<file path="config.mk">
export PLATFORM = sky130hd
export DESIGN_NAME = v_mem_wr_ctrl
export DESIGN_NICKNAME = d
export VERILOG_FILES = /design/src/rtl/v_pkg.sv /design/src/rtl/v_init.sv /design/src/rtl/v_mem_wr_ctrl.sv
export SDC_FILE = /design/constraint.sdc
export NUM_CORES = 1
export LEC_CHECK = 0
export CORE_MARGIN = 4
export CORE_UTILIZATION = 48
export DETAILED_ROUTE_END_ITERATION = 7
export DONT_BUFFER_PORTS = 1
export PLACE_DENSITY = 0.62
export SYNTH_ARGS = -nofsm -noshare
export SYNTH_HDL_FRONTEND = slang
export SYNTH_SLANG_ARGS = --single-unit
</file>
<file path="constraint.sdc">
create_clock -name clk -period 3.1 [get_ports clk]
set_clock_uncertainty 0.15 [all_clocks]
set_input_delay 0.155 -clock clk [delete_from_list [all_inputs] [get_ports clk]]
set_output_delay 0.155 -clock clk [all_outputs]
set_load 0.1 [all_outputs]
</file>
<file path="src/rtl/v_pkg.sv">
// Shared types and constants for the v_mem_wr_ctrl memory write controller.
package v_pkg;

  // Controller phases: pulse the init engine, wait for it, then arbitrate.
  typedef enum logic [1:0] {
    ST_KICK = 2'd0,
    ST_INIT = 2'd1,
    ST_RUN  = 2'd2
  } state_e;

  // Width of the stall-cycle statistics counter.
  localparam int STALL_W = 32;

endpackage

</file>
<file path="src/rtl/v_init.sv">
// v_init: sweeps a memory of N words, writing zero to addresses 0..N-1 in
// ascending order, one per cycle, after a single-cycle i_init pulse.
module v_init #(
  parameter int N = 64,
  parameter int W = 32
) (
  input  logic                 clk,
  input  logic                 rst,
  input  logic                 i_init,
  output logic                 o_busy,
  output logic                 o_wen,
  output logic [$clog2(N)-1:0] o_waddr,
  output logic [W-1:0]         o_wdata
);

  localparam int AW = $clog2(N);

  logic          busy_q, busy_d;
  logic [AW-1:0] addr_q, addr_d;

  // Start (or restart) the sweep on i_init; stop after the last address.
  always_comb begin
    busy_d = busy_q;
    addr_d = addr_q;
    if (i_init) begin
      busy_d = 1'b1;
      addr_d = '0;
    end else if (busy_q) begin
      addr_d = addr_q + AW'(1);
      if (addr_q == AW'(N - 1)) begin
        busy_d = 1'b0;
      end
    end
  end

  // Sweep state registers.
  always_ff @(posedge clk) begin
    if (rst) begin
      busy_q <= 1'b0;
      addr_q <= '0;
    end else begin
      busy_q <= busy_d;
      addr_q <= addr_d;
    end
  end

  assign o_busy  = busy_q;
  assign o_wen   = busy_q;
  assign o_waddr = addr_q;
  assign o_wdata = '0;

endmodule

</file>
<file path="src/rtl/v_mem_wr_ctrl.sv">
// v_mem_wr_ctrl: initialises a memory through v_init, then arbitrates R
// write requesters round-robin onto a single registered write port.
// Optional build macro: V_MEM_WR_CTRL_STATS_EN enables the stall counter.
//
// Handshake: requester k transfers when i_req_vld[k] & o_req_rdy[k] in the
// same cycle; o_req_rdy is combinational and at most one-hot, and a requester
// keeps vld/addr/data stable until it sees its ready.
module v_mem_wr_ctrl
  import v_pkg::*;
#(
  parameter int N = 64,
  parameter int W = 32,
  parameter int R = 3
) (
  input  logic                   clk,
  input  logic                   rst,
  input  logic                   i_init,
  input  logic [R-1:0]           i_req_vld,
  input  logic [R*$clog2(N)-1:0] i_req_addr,
  input  logic [R*W-1:0]         i_req_data,
  output logic [R-1:0]           o_req_rdy,
  output logic                   o_wen_r,
  output logic [$clog2(N)-1:0]   o_waddr_r,
  output logic [W-1:0]           o_wdata_r,
  output logic                   o_busy_r,
  output logic                   o_init_done_r,
  output logic [STALL_W-1:0]     o_stall_cnt_r
);

  localparam int AW = $clog2(N);
  localparam int PW = (R > 1) ? $clog2(R) : 1;

  state_e        state_q, state_d;
  logic          seen_busy_q, seen_busy_d;
  logic [PW-1:0] rr_q, rr_d;
  logic          wen_q, wen_d;
  logic [AW-1:0] waddr_q, waddr_d;
  logic [W-1:0]  wdata_q, wdata_d;
  logic          busy_q, busy_d;
  logic          done_q, done_d;

  logic          init_kick;
  logic          init_busy;
  logic          init_wen;
  logic [AW-1:0] init_waddr;
  logic [W-1:0]  init_wdata;

  logic [R-1:0]  grant;
  logic [PW-1:0] gnt_sel;
  logic          found;
  logic          hs;
  int            idx;

  logic [AW-1:0] req_addr [R];
  logic [W-1:0]  req_data [R];

  for (genvar g = 0; g < R; g++) begin : g_unpack
    assign req_addr[g] = i_req_addr[g*AW +: AW];
    assign req_data[g] = i_req_data[g*W +: W];
  end

  v_init #(
    .N(N),
    .W(W)
  ) u_init (
    .clk    (clk),
    .rst    (rst),
    .i_init (init_kick),
    .o_busy (init_busy),
    .o_wen  (init_wen),
    .o_waddr(init_waddr),
    .o_wdata(init_wdata)
  );

  // Round-robin grant: first valid requester at or after rr_q, only in RUN
  // and never in the cycle a re-initialisation is requested.
  always_comb begin
    grant   = '0;
    gnt_sel = '0;
    found   = 1'b0;
    idx     = 0;
    if (state_q == ST_RUN && !i_init) begin
      for (int i = 0; i < R; i++) begin
        idx = int'(rr_q) + i;
        if (idx >= R) idx = idx - R;
        if (!found && i_req_vld[PW'(idx)]) begin
          found            = 1'b1;
          grant[PW'(idx)]  = 1'b1;
          gnt_sel          = PW'(idx);
        end
      end
    end
  end

  assign o_req_rdy = grant;
  assign hs        = |(i_req_vld & grant);

  // Next-state and write-port selection: mirror the init engine in INIT,
  // the granted requester in RUN.
  always_comb begin
    state_d     = state_q;
    seen_busy_d = seen_busy_q;
    init_kick   = 1'b0;
    rr_d        = rr_q;
    wen_d       = 1'b0;
    waddr_d     = waddr_q;
    wdata_d     = wdata_q;
    case (state_q)
      ST_KICK: begin
        init_kick   = 1'b1;
        seen_busy_d = 1'b0;
        state_d     = ST_INIT;
      end
      ST_INIT: begin
        wen_d = init_wen;
        if (init_wen) begin
          waddr_d = init_waddr;
          wdata_d = init_wdata;
        end
        if (init_busy) begin
          seen_busy_d = 1'b1;
        end else if (seen_busy_q) begin
          state_d = ST_RUN;
        end
      end
      ST_RUN: begin
        if (i_init) begin
          state_d = ST_KICK;
        end else if (hs) begin
          wen_d   = 1'b1;
          waddr_d = req_addr[gnt_sel];
          wdata_d = req_data[gnt_sel];
          rr_d    = (gnt_sel == PW'(R - 1)) ? '0 : gnt_sel + PW'(1);
        end
      end
      default: state_d = ST_KICK;
    endcase
    busy_d = (state_d != ST_RUN);
    done_d = (state_d == ST_RUN);
  end

  // Controller state and registered write port.
  always_ff @(posedge clk) begin
    if (rst) begin
      state_q     <= ST_KICK;
      seen_busy_q <= 1'b0;
      rr_q        <= '0;
      wen_q       <= 1'b0;
      waddr_q     <= '0;
      wdata_q     <= '0;
      busy_q      <= 1'b0;
      done_q      <= 1'b0;
    end else begin
      state_q     <= state_d;
      seen_busy_q <= seen_busy_d;
      rr_q        <= rr_d;
      wen_q       <= wen_d;
      waddr_q     <= waddr_d;
      wdata_q     <= wdata_d;
      busy_q      <= busy_d;
      done_q      <= done_d;
    end
  end

  assign o_wen_r       = wen_q;
  assign o_waddr_r     = waddr_q;
  assign o_wdata_r     = wdata_q;
  assign o_busy_r      = busy_q;
  assign o_init_done_r = done_q;

`ifdef V_MEM_WR_CTRL_STATS_EN
  logic [STALL_W-1:0] stall_q, stall_d;

  // Count cycles where someone wants to write but nothing transfers.
  always_comb begin
    stall_d = stall_q;
    if ((|i_req_vld) && !hs && (stall_q != '1)) begin
      stall_d = stall_q + STALL_W'(1);
    end
  end

  // Stall counter register.
  always_ff @(posedge clk) begin
    if (rst) begin
      stall_q <= '0;
    end else begin
      stall_q <= stall_d;
    end
  end

  assign o_stall_cnt_r = stall_q;
`else
  assign o_stall_cnt_r = '0;
`endif

endmodule

</file>
==> Implementation_results.wiki, run 1 <==
{| class="wikitable"
! Metric !! Value
|-
| Endpoint of the worst-slack reg-to-reg timing path || o_wdata_r[27]
|-
| Final TNS setup || 0 ns
|-
| YS warnings || 0
|-
| Commonest cells after routing, fill and taps aside || 65 x sky130_fd_sc_hd__dlygate4sd3_1, 53 x sky130_fd_sc_hd__dfxtp_1, 40 x sky130_fd_sc_hd__and3_1
|-
| Area Growth Syn to Fin || 22.7%
|-
| Family with the most delay on the worst path || simple AND/OR/NAND/NOR gates
|-
| Critical Path Start Type || flip-flop
|-
| Critical Path RT || 3.20 ns
|-
| Post-DR vias/cell || 5.92
|-
| Placed cell area || 3670 um^2
|-
| Launch point of the worst reg-to-reg path || rr_q[0]
|-
| Buffers inserted during post-CTS setup optimization || 0
|-
| Die width || 94.8 um
|-
| Antenna violations before repair || 0
|-
| Setup slack of the worst register-to-register path || 0.19 ns
|-
| Number of routed nets with antenna violations || 0
|-
| RSZ-0062 raised after global routing || no
|-
| Crit path time final || 2.91 ns
|-
| Fraction of layout cells with a size suffix above 1 || 11.6%
|-
| Path type of the worst min-delay path || input pin to flip-flop
|-
| Count of state elements after synthesis || 53
|-
| Vias after detailed routing || 3348
|-
| Wire length of the first global-routing pass || 16.6 mm
|-
| Number of iterations in the first detailed-routing pass || 5
|-
| Final hold violations || 0
|-
| Total global-route track usage || 23.5%
|-
| Die area || 8980 um^2
|-
| Drt initial violations || 219
|-
| Relative max-transition margin || 32.5%
|-
| Total length of routed wires || 10.8 mm
|-
| Classification of the worst setup path || flip-flop to flip-flop
|-
| Number of global-route vias before repair || 3275
|-
| TritonCTS clock tree || done
|-
| Number of clock sinks seen by CTS || 53
|-
| RePlAce Congestion || 0.922
|-
| Number of buffers inserted by port buffering || 0
|-
| Slowest cell on crit path || sky130_fd_sc_hd__dfxtp_1
|-
| Actual slew at the worst max-slew pin || 1.01 ns
|-
| Delay of the slowest cell on the worst path || 0.39 ns
|-
| Initial core utilization || 49.6%
|-
| Predominant post-synthesis flop cell || sky130_fd_sc_hd__dfxtp_1
|-
| Proportion of synthesized chip area in sequential cells || 29.4%
|-
| Master cell of the clock root buffer || sky130_fd_sc_hd__clkbuf_8
|-
| Destination of the worst hold path || o_waddr_r[0]
|-
| Worst-case vdd ir drop || 244 uV
|-
| Number of instances on the worst hold path || 3
|-
| Skew-Pair Late Insertion Delay || 0.31 ns
|-
| Maximum capacitance violations || 0
|-
| Maximum number of pins on one net before global-route repair || 48
|-
| Library cells used by synthesis || 59
|-
| Number of H-tree levels || 2
|-
| Finish-stage setup viols || 0
|-
| Syn Area/Cell || 8.90 um^2
|-
| Maximum fanout along the worst path || 32
|-
| Min-delay src || i_req_addr[0]
|-
| Run status || complete, no violations
|-
| Sequence of cells on the critical path || inv_1 -> ha_1 -> and4bb_1 -> o31ai_4 -> buf_4 -> o31ai_1 -> nor4_4 -> nor4b_4 -> buf_12 -> a32o_1
|-
| Leakage power summed over all cells || 1.93 nW
|-
| Cells on worst reg2reg path || 10
|-
| Fill cell count || 624
|-
| Die height || 94.8 um
|-
| Endpoint type of the worst setup path || flip-flop
|-
| Final non-filler cell area || 4440 um^2
|-
| Clock input transition at the sequential cells of the worst setup and hold paths || 0.09 ns
|-
| Placeable Area || 7290 um^2
|-
| Synthesized instance count || 406
|-
| Remaining routing DRC violations || 0
|-
| Post-synthesis instance area || 3610 um^2
|-
| Fmax || 343 MHz
|-
| Number of pins exceeding their max-slew limit in the final report || 0
|-
| Number of nets in the final layout || 594
|-
| Number of enable-type register cells in the synthesized netlist || 0
|-
| Most common cell after layout, fill and taps aside || sky130_fd_sc_hd__dlygate4sd3_1
|-
| Number of buffers created by CTS || 5
|-
| Average wire length per cell after detail routing || 19.1 um
|-
| Number of top-level pins || 196
|-
| Final period util || 94.0%
|-
| Number of rows created at floorplan || 31
|-
| Final global-route overflow total || 0
|-
| Fraction of registers with async set/reset || 0%
|-
| Crit path arrival time || 3.01 ns
|-
| CP Buf/Inv Count || 3
|-
| Detail Placement HPWL || 7.22 mm
|-
| PwrDens || 354 nW/um^2
|-
| Buffers from clock root to sink, at most || 2
|}
[kinds of logic (layout without fill, tap and decap cells)]
family	Yosys count	count (layout)	share of synthesized area, %
XOR/XNOR	4	4	0.970
AND/OR/NAND/NOR	131	131	22.7
adder cells (fa/ha/maj)	9	9	3.12
AO/OA/AOI/OAI	122	122	29.0
multiplexers	7	7	2.01
flip-flops	53	53	29.4
buffers and inverters	79	108	12.7
other	1	33	0.104
[through the flow]
step	hold slack, ns	instances	util, %	setup WS (ns)	total power, mW
detailed placement	0.0775	492	50.3	0.173	1.09
floorplan	0.0837	437	-	0.118	1.08
CTS	0.0490	565	60.6	0.138	1.59
global placement	0.0767	492	50.3	0.152	1.09
finish	0.0599	566	60.8	0.187	1.57
global route	0.0804	565	60.8	0.0114	1.63
[synth_stat cells, types with 3 or more instances]
cell type / number / share of area (%)
sky130_fd_sc_hd__nand4_1: 3 / 0.52
sky130_fd_sc_hd__xor2_1: 3 / 0.73
sky130_fd_sc_hd__a32o_2: 8 / 2.5
sky130_fd_sc_hd__nand2b_1: 35 / 6.1
sky130_fd_sc_hd__dfxtp_1: 53 / 29
sky130_fd_sc_hd__a21oi_1: 12 / 1.7
sky130_fd_sc_hd__buf_4: 33 / 6.9
sky130_fd_sc_hd__a211o_1: 34 / 8.2
sky130_fd_sc_hd__o21ai_0: 11 / 1.5
sky130_fd_sc_hd__and3_1: 40 / 6.9
sky130_fd_sc_hd__a21boi_0: 6 / 1.2
sky130_fd_sc_hd__nand2_1: 14 / 1.5
sky130_fd_sc_hd__a32o_1: 24 / 6.6
sky130_fd_sc_hd__inv_1: 14 / 1.5
sky130_fd_sc_hd__buf_6: 4 / 1.2
sky130_fd_sc_hd__buf_2: 6 / 0.83
sky130_fd_sc_hd__a2111oi_0: 6 / 1.5
sky130_fd_sc_hd__nor2b_1: 10 / 1.7
sky130_fd_sc_hd__mux2i_1: 5 / 1.4
sky130_fd_sc_hd__a221oi_1: 6 / 1.5
sky130_fd_sc_hd__ha_1: 9 / 3.1
sky130_fd_sc_hd__nor2_1: 11 / 1.1
sky130_fd_sc_hd__clkbuf_1: 22 / 2.3
[final cells by class]
| type | count | area (um^2) | area share [%] |
|---|---|---|---|
| timing repair buffer | 86 | 846 | 19.1 |
| tap | 99 | 124 | 2.79 |
| clock inverter | 2 | 17.5 | 0.395 |
| sequential | 53 | 1060 | 23.9 |
| inverter | 14 | 52.6 | 1.18 |
| multi-input combinational | 305 | 2250 | 50.7 |
| clock buffer | 6 | 82.6 | 1.86 |
| antenna | 1 | 2.50 | 0.0564 |
[report_power, final]
| group | leakage (nW) | switching (mW) | internal (mW) |
|---|---|---|---|
| Clock | 0.0518 | 0.240 | 0.186 |
| Combinational | 1.45 | 0.314 | 0.119 |
| Sequential | 0.429 | 0.0172 | 0.694 |
[flip-flops by register name, summed over array words and instances, names as in the netlist]
register and cells:
state_q 2, o_busy_r 1, u_init.o_busy 1, o_init_done_r 1
o_wen_r 1, u_init.o_waddr 6, o_wdata_r 32, o_waddr_r 6
seen_busy_q 1, rr_q 2
[tightest hold or removal path, delay by kind of cell]
family	cells	cell delay, ns
AOI/OAI and AO/OA	3	0.31
[worst max-delay path by stage]
stage            start            end  slack [ns]  depth (start not counted)
6_report       rr_q[0]  o_wdata_r[27]        0.19                         10
5_1_grt        rr_q[0]  o_wdata_r[27]        0.01                         10
4_1_cts        rr_q[0]   o_waddr_r[5]        0.14                          8
3_5_place_dp   rr_q[0]   o_waddr_r[5]        0.17                          8
3_3_place_gp   rr_q[0]   o_waddr_r[5]        0.15                          8
2_1_floorplan  rr_q[1]   o_req_rdy[0]        0.12                          8
[per-layer routing]
metal / vias up / track usage [%] / wire [um]
met2: 191 / 40.2 / 5330
met5: - / 0 / 0
met3: 25 / 6.37 / 990
li1: 1573 / - / -
met4: 0 / 9.01 / 281
met1: 1559 / 28.0 / 4220
[repair_timing]
item	in CTS	in global routing
endpoints found under the hold margin	47	0
resized for setup	0	2
endpoints found under the setup margin	0	38
hold buffers	65	0
No activity file was read; power rests on OpenSTA's default activity.
==> run 2, diff against run 1 <==
--- a/config.mk
+++ b/config.mk
@@ -10,6 +10,7 @@
 export DETAILED_ROUTE_END_ITERATION = 7
 export DONT_BUFFER_PORTS = 1
 export PLACE_DENSITY = 0.62
+export REMOVE_ABC_BUFFERS = 1
 export SYNTH_ARGS = -nofsm -noshare
 export SYNTH_HDL_FRONTEND = slang
 export SYNTH_SLANG_ARGS = --single-unit
==> run 2 against run 1 <==
  * Sequential power is essentially flat
  * Critical path depth fell by 2
  * Maximum frequency rose by 2.9%
  * Final area decreased by 0.34%
  * Largest cell class unchanged
  * Clock power grew 2%
  * Worst setup slack better by 0.083 ns
==> Implementation_results.wiki, run 2 (same netlist as run 1, synthesis figures left out) <==
{| class="wikitable"
! Metric !! Value
|-
| Internal power component || 1.02 mW (+2.0%)
|-
| Setup slack at placement || 0.127 ns (-0.0455 ns)
|-
| Endpoint of the worst-slack reg-to-reg timing path || o_waddr_r[0]
|-
| RePlAce Congestion || 0.899 (-2.4%)
|-
| Path type of the worst min-delay path || input pin to flip-flop
|-
| Final-layout worst hold slack || 0.0105 ns (-0.0495 ns)
|-
| Setup slack of the worst register-to-register path || 0.27 ns (+0.08 ns)
|-
| Slowest cell on crit path || sky130_fd_sc_hd__a2111oi_0
|-
| # diodes || 0 (-1)
|-
| Maximum number of pins on one net before global-route repair || 48 (unchanged)
|-
| Sequential group share of total power || 45.1% (-0.2 points)
|-
| Drt initial violations || 146 (-33%)
|-
| Total length of routed wires || 10.6 mm (-2.0%)
|-
| Fmax || 353 MHz (+2.9%)
|-
| Die height || 94.8 um (unchanged)
|-
| Total global-route track usage || 23.1% (-0.39 points)
|-
| Count of cell instances traversed by the critical path || 8 (-2)
|-
| Sw Ratio || 35.5% (-0.91 points)
|-
| Initial core utilization || 49.6% (unchanged)
|-
| Part of the power in the clock network || 27.5% (+0.4 points)
|-
| Commonest cells after routing, fill and taps aside || 64 x sky130_fd_sc_hd__dlygate4sd3_1, 53 x sky130_fd_sc_hd__dfxtp_1, 40 x sky130_fd_sc_hd__and3_1
|-
| Number of global-route vias before repair || 3360 (+2.6%)
|-
| Delay of the slowest cell on the worst path || 0.56 ns (+0.17 ns)
|-
| Classification of the worst setup path || flip-flop to flip-flop
|-
| Family with the most delay on the worst path || compound AO/OA/AOI/OAI gates
|-
| Worst-case vdd ir drop || 185 uV (-24%)
|-
| Placeable Area || 7290 um^2 (unchanged)
|-
| Fill cell count || 619 (-0.80%)
|-
| Antenna violations before repair || 0 (unchanged)
|-
| Part of the total power dissipated in combinational logic || 27.5% (about the same)
|-
| Final period util || 91.3% (-2.7 points)
|-
| Number of iterations in the first detailed-routing pass || 4 (-1)
|-
| Cell total after placement || 492 (unchanged)
|-
| Number of rows created at floorplan || 31 (unchanged)
|-
| Number of routed nets with antenna violations || 0 (unchanged)
|-
| Placed cell area || 3660 um^2 (-0.34%)
|-
| CP Buf/Inv Count || 1 (-2)
|-
| Crit path arrival time || 2.84 ns (-0.17 ns)
|-
| Final global-route overflow total || 0 (unchanged)
|-
| Maximum fanout along the worst path || 9 (-72%)
|-
| Vias after detailed routing || 3286 (-1.9%)
|-
| Final hold violations || 0 (unchanged)
|-
| Skew-Pair Late Insertion Delay || 0.30 ns (about the same)
|-
| Worst Slack Setup Final || 0.270 ns (+0.0832 ns)
|-
| Wire length of the first global-routing pass || 16.4 mm (-0.79%)
|-
| Fin cells || 564 (-0.35%)
|-
| Actual slew at the worst max-slew pin || 1.02 ns (+0.00428 ns)
|-
| Die width || 94.8 um (unchanged)
|-
| Final core area utilization || 60.6% (-0.21 points)
|-
| Switching power || 0.560 mW (-2.0%)
|-
| Crit path time final || 2.83 ns (-0.0832 ns)
|-
| Clock input transition at the sequential cells of the worst setup and hold paths || 0.10 ns (about the same)
|-
| Capture point of the worst path || o_waddr_r[0]
|-
| Largest register FFs || 32 (unchanged)
|-
| Sequence of cells on the critical path || inv_1 -> ha_1 -> mux2i_1 -> or3b_4 -> a211oi_4 -> nor4_4 -> a2111oi_0 -> a221oi_1
|-
| Total power draw || 1.58 mW (+0.55%)
|-
| Critical path origin || rr_q[1]
|-
| Uppermost layer routed || met4
|-
| TritonCTS clock tree || done
|-
| Endpoint type of the worst setup path || flip-flop
|-
| RSZ-0062 raised after global routing || no
|-
| Met3 routed WL || 791 um (-20%)
|-
| Most common cell after layout, fill and taps aside || sky130_fd_sc_hd__dlygate4sd3_1
|-
| Maximum capacitance violations || 0 (unchanged)
|-
| Number of clock sinks seen by CTS || 53 (unchanged)
|-
| Finish-stage setup viols || 0 (unchanged)
|-
| Master cell of the clock root buffer || sky130_fd_sc_hd__clkbuf_8
|-
| Average wire length per cell after detail routing || 18.8 um (-1.6%)
|-
| Relative max-transition margin || 32.2% (-0.29 points)
|-
| Remaining routing DRC violations || 0 (unchanged)
|-
| Wire length on met1 || 4.11 mm (-2.5%)
|-
| Leakage power summed over all cells || 1.93 nW (-0.21%)
|-
| Run status || complete, no violations
|-
| PwrDens || 357 nW/um^2 (+0.89%)
|-
| Number of top-level pins || 196 (unchanged)
|-
| Critical Path RT || 3.11 ns (-0.09 ns)
|-
| Cells on worst reg2reg path || 8 (-2)
|-
| Total met2 wirelength after detailed routing || 5.50 mm (+3.0%)
|-
| Number of buffers inserted by port buffering || 0 (unchanged)
|-
| Final non-filler cell area || 4420 um^2 (-0.34%)
|-
| Final TNS setup || 0 ns (unchanged)
|-
| Buffers from clock root to sink, at most || 2 (unchanged)
|-
| Fraction of layout cells with a size suffix above 1 || 11.8% (+0.24 points)
|-
| Number of nets in the final layout || 593 (-0.17%)
|-
| Post-DR vias/cell || 5.83 (-1.5%)
|-
| Number of buffers created by CTS || 5 (unchanged)
|-
| Launch point of the worst reg-to-reg path || rr_q[1]
|-
| Area Growth Syn to Fin || 22.3%
|-
| Detail Placement HPWL || 7.18 mm (-0.58%)
|-
| Critical Path Start Type || flip-flop
|-
| Number of pins exceeding their max-slew limit in the final report || 0 (unchanged)
|-
| Number of H-tree levels || 2 (unchanged)
|-
| Die area || 8980 um^2 (unchanged)
|}
-- run 2: changes by cell type in the layout (fill, tap and decap cells not counted), sizes merged --
| cell | delta |
|---|---|
| clkbuf | +1 |
| clkinv | -1 |
| diode | -1 |
| dlygate4sd3 | -1 |
-- run 2: power by group through the flow --
stage	registers, mW	logic, mW	clock network (mW)
floorplan	0.783	0.260	0
global placement	0.727	0.362	0
detailed placement	0.727	0.363	0
CTS	0.712	0.430	0.446
global route	0.714	0.454	0.475
finish	0.711	0.434	0.434
-- run 2: worst min path at each step --
stage,startpoint,end,depth (start not counted),slack (ns)
2_1_floorplan,rst,o_busy_r,1,0.07
3_3_place_gp,rst,u_init.o_busy,1,0.08
3_5_place_dp,rst,rr_q[0],1,0.08
4_1_cts,i_req_data[24],o_wdata_r[24],2,0.0001
5_1_grt,i_req_data[24],o_wdata_r[24],2,0.01
6_report,i_req_data[24],o_wdata_r[24],2,0.01
-- run 2: final cells by class --
| type | count | area, um^2 | area share (%) |
|---|---|---|---|
| multi-input combinational | 305 | 2250 | 51.0 |
| sequential | 53 | 1060 | 24.0 |
| clock buffer | 7 | 96.3 | 2.18 |
| tap | 99 | 124 | 2.80 |
| inverter | 14 | 52.6 | 1.19 |
| timing repair buffer | 85 | 823 | 18.6 |
| clock inverter | 1 | 8.76 | 0.198 |
-- run 2: what timing repair did --
item / CTS / global route
setup endpoints to repair: 0 / 38
endpoints found under the hold margin: 47 / 0
resized for setup: 0 / 3
hold buffers: 64 / 0
setup buffers: 0 / 0
-- run 2: metal layers --
metal | GRT usage, % | up-vias
met5 | 0 | -
met2 | 43.5 | 143
met4 | 7.33 | 0
met3 | 5.66 | 19
li1 | - | 1562
met1 | 25.3 | 1562
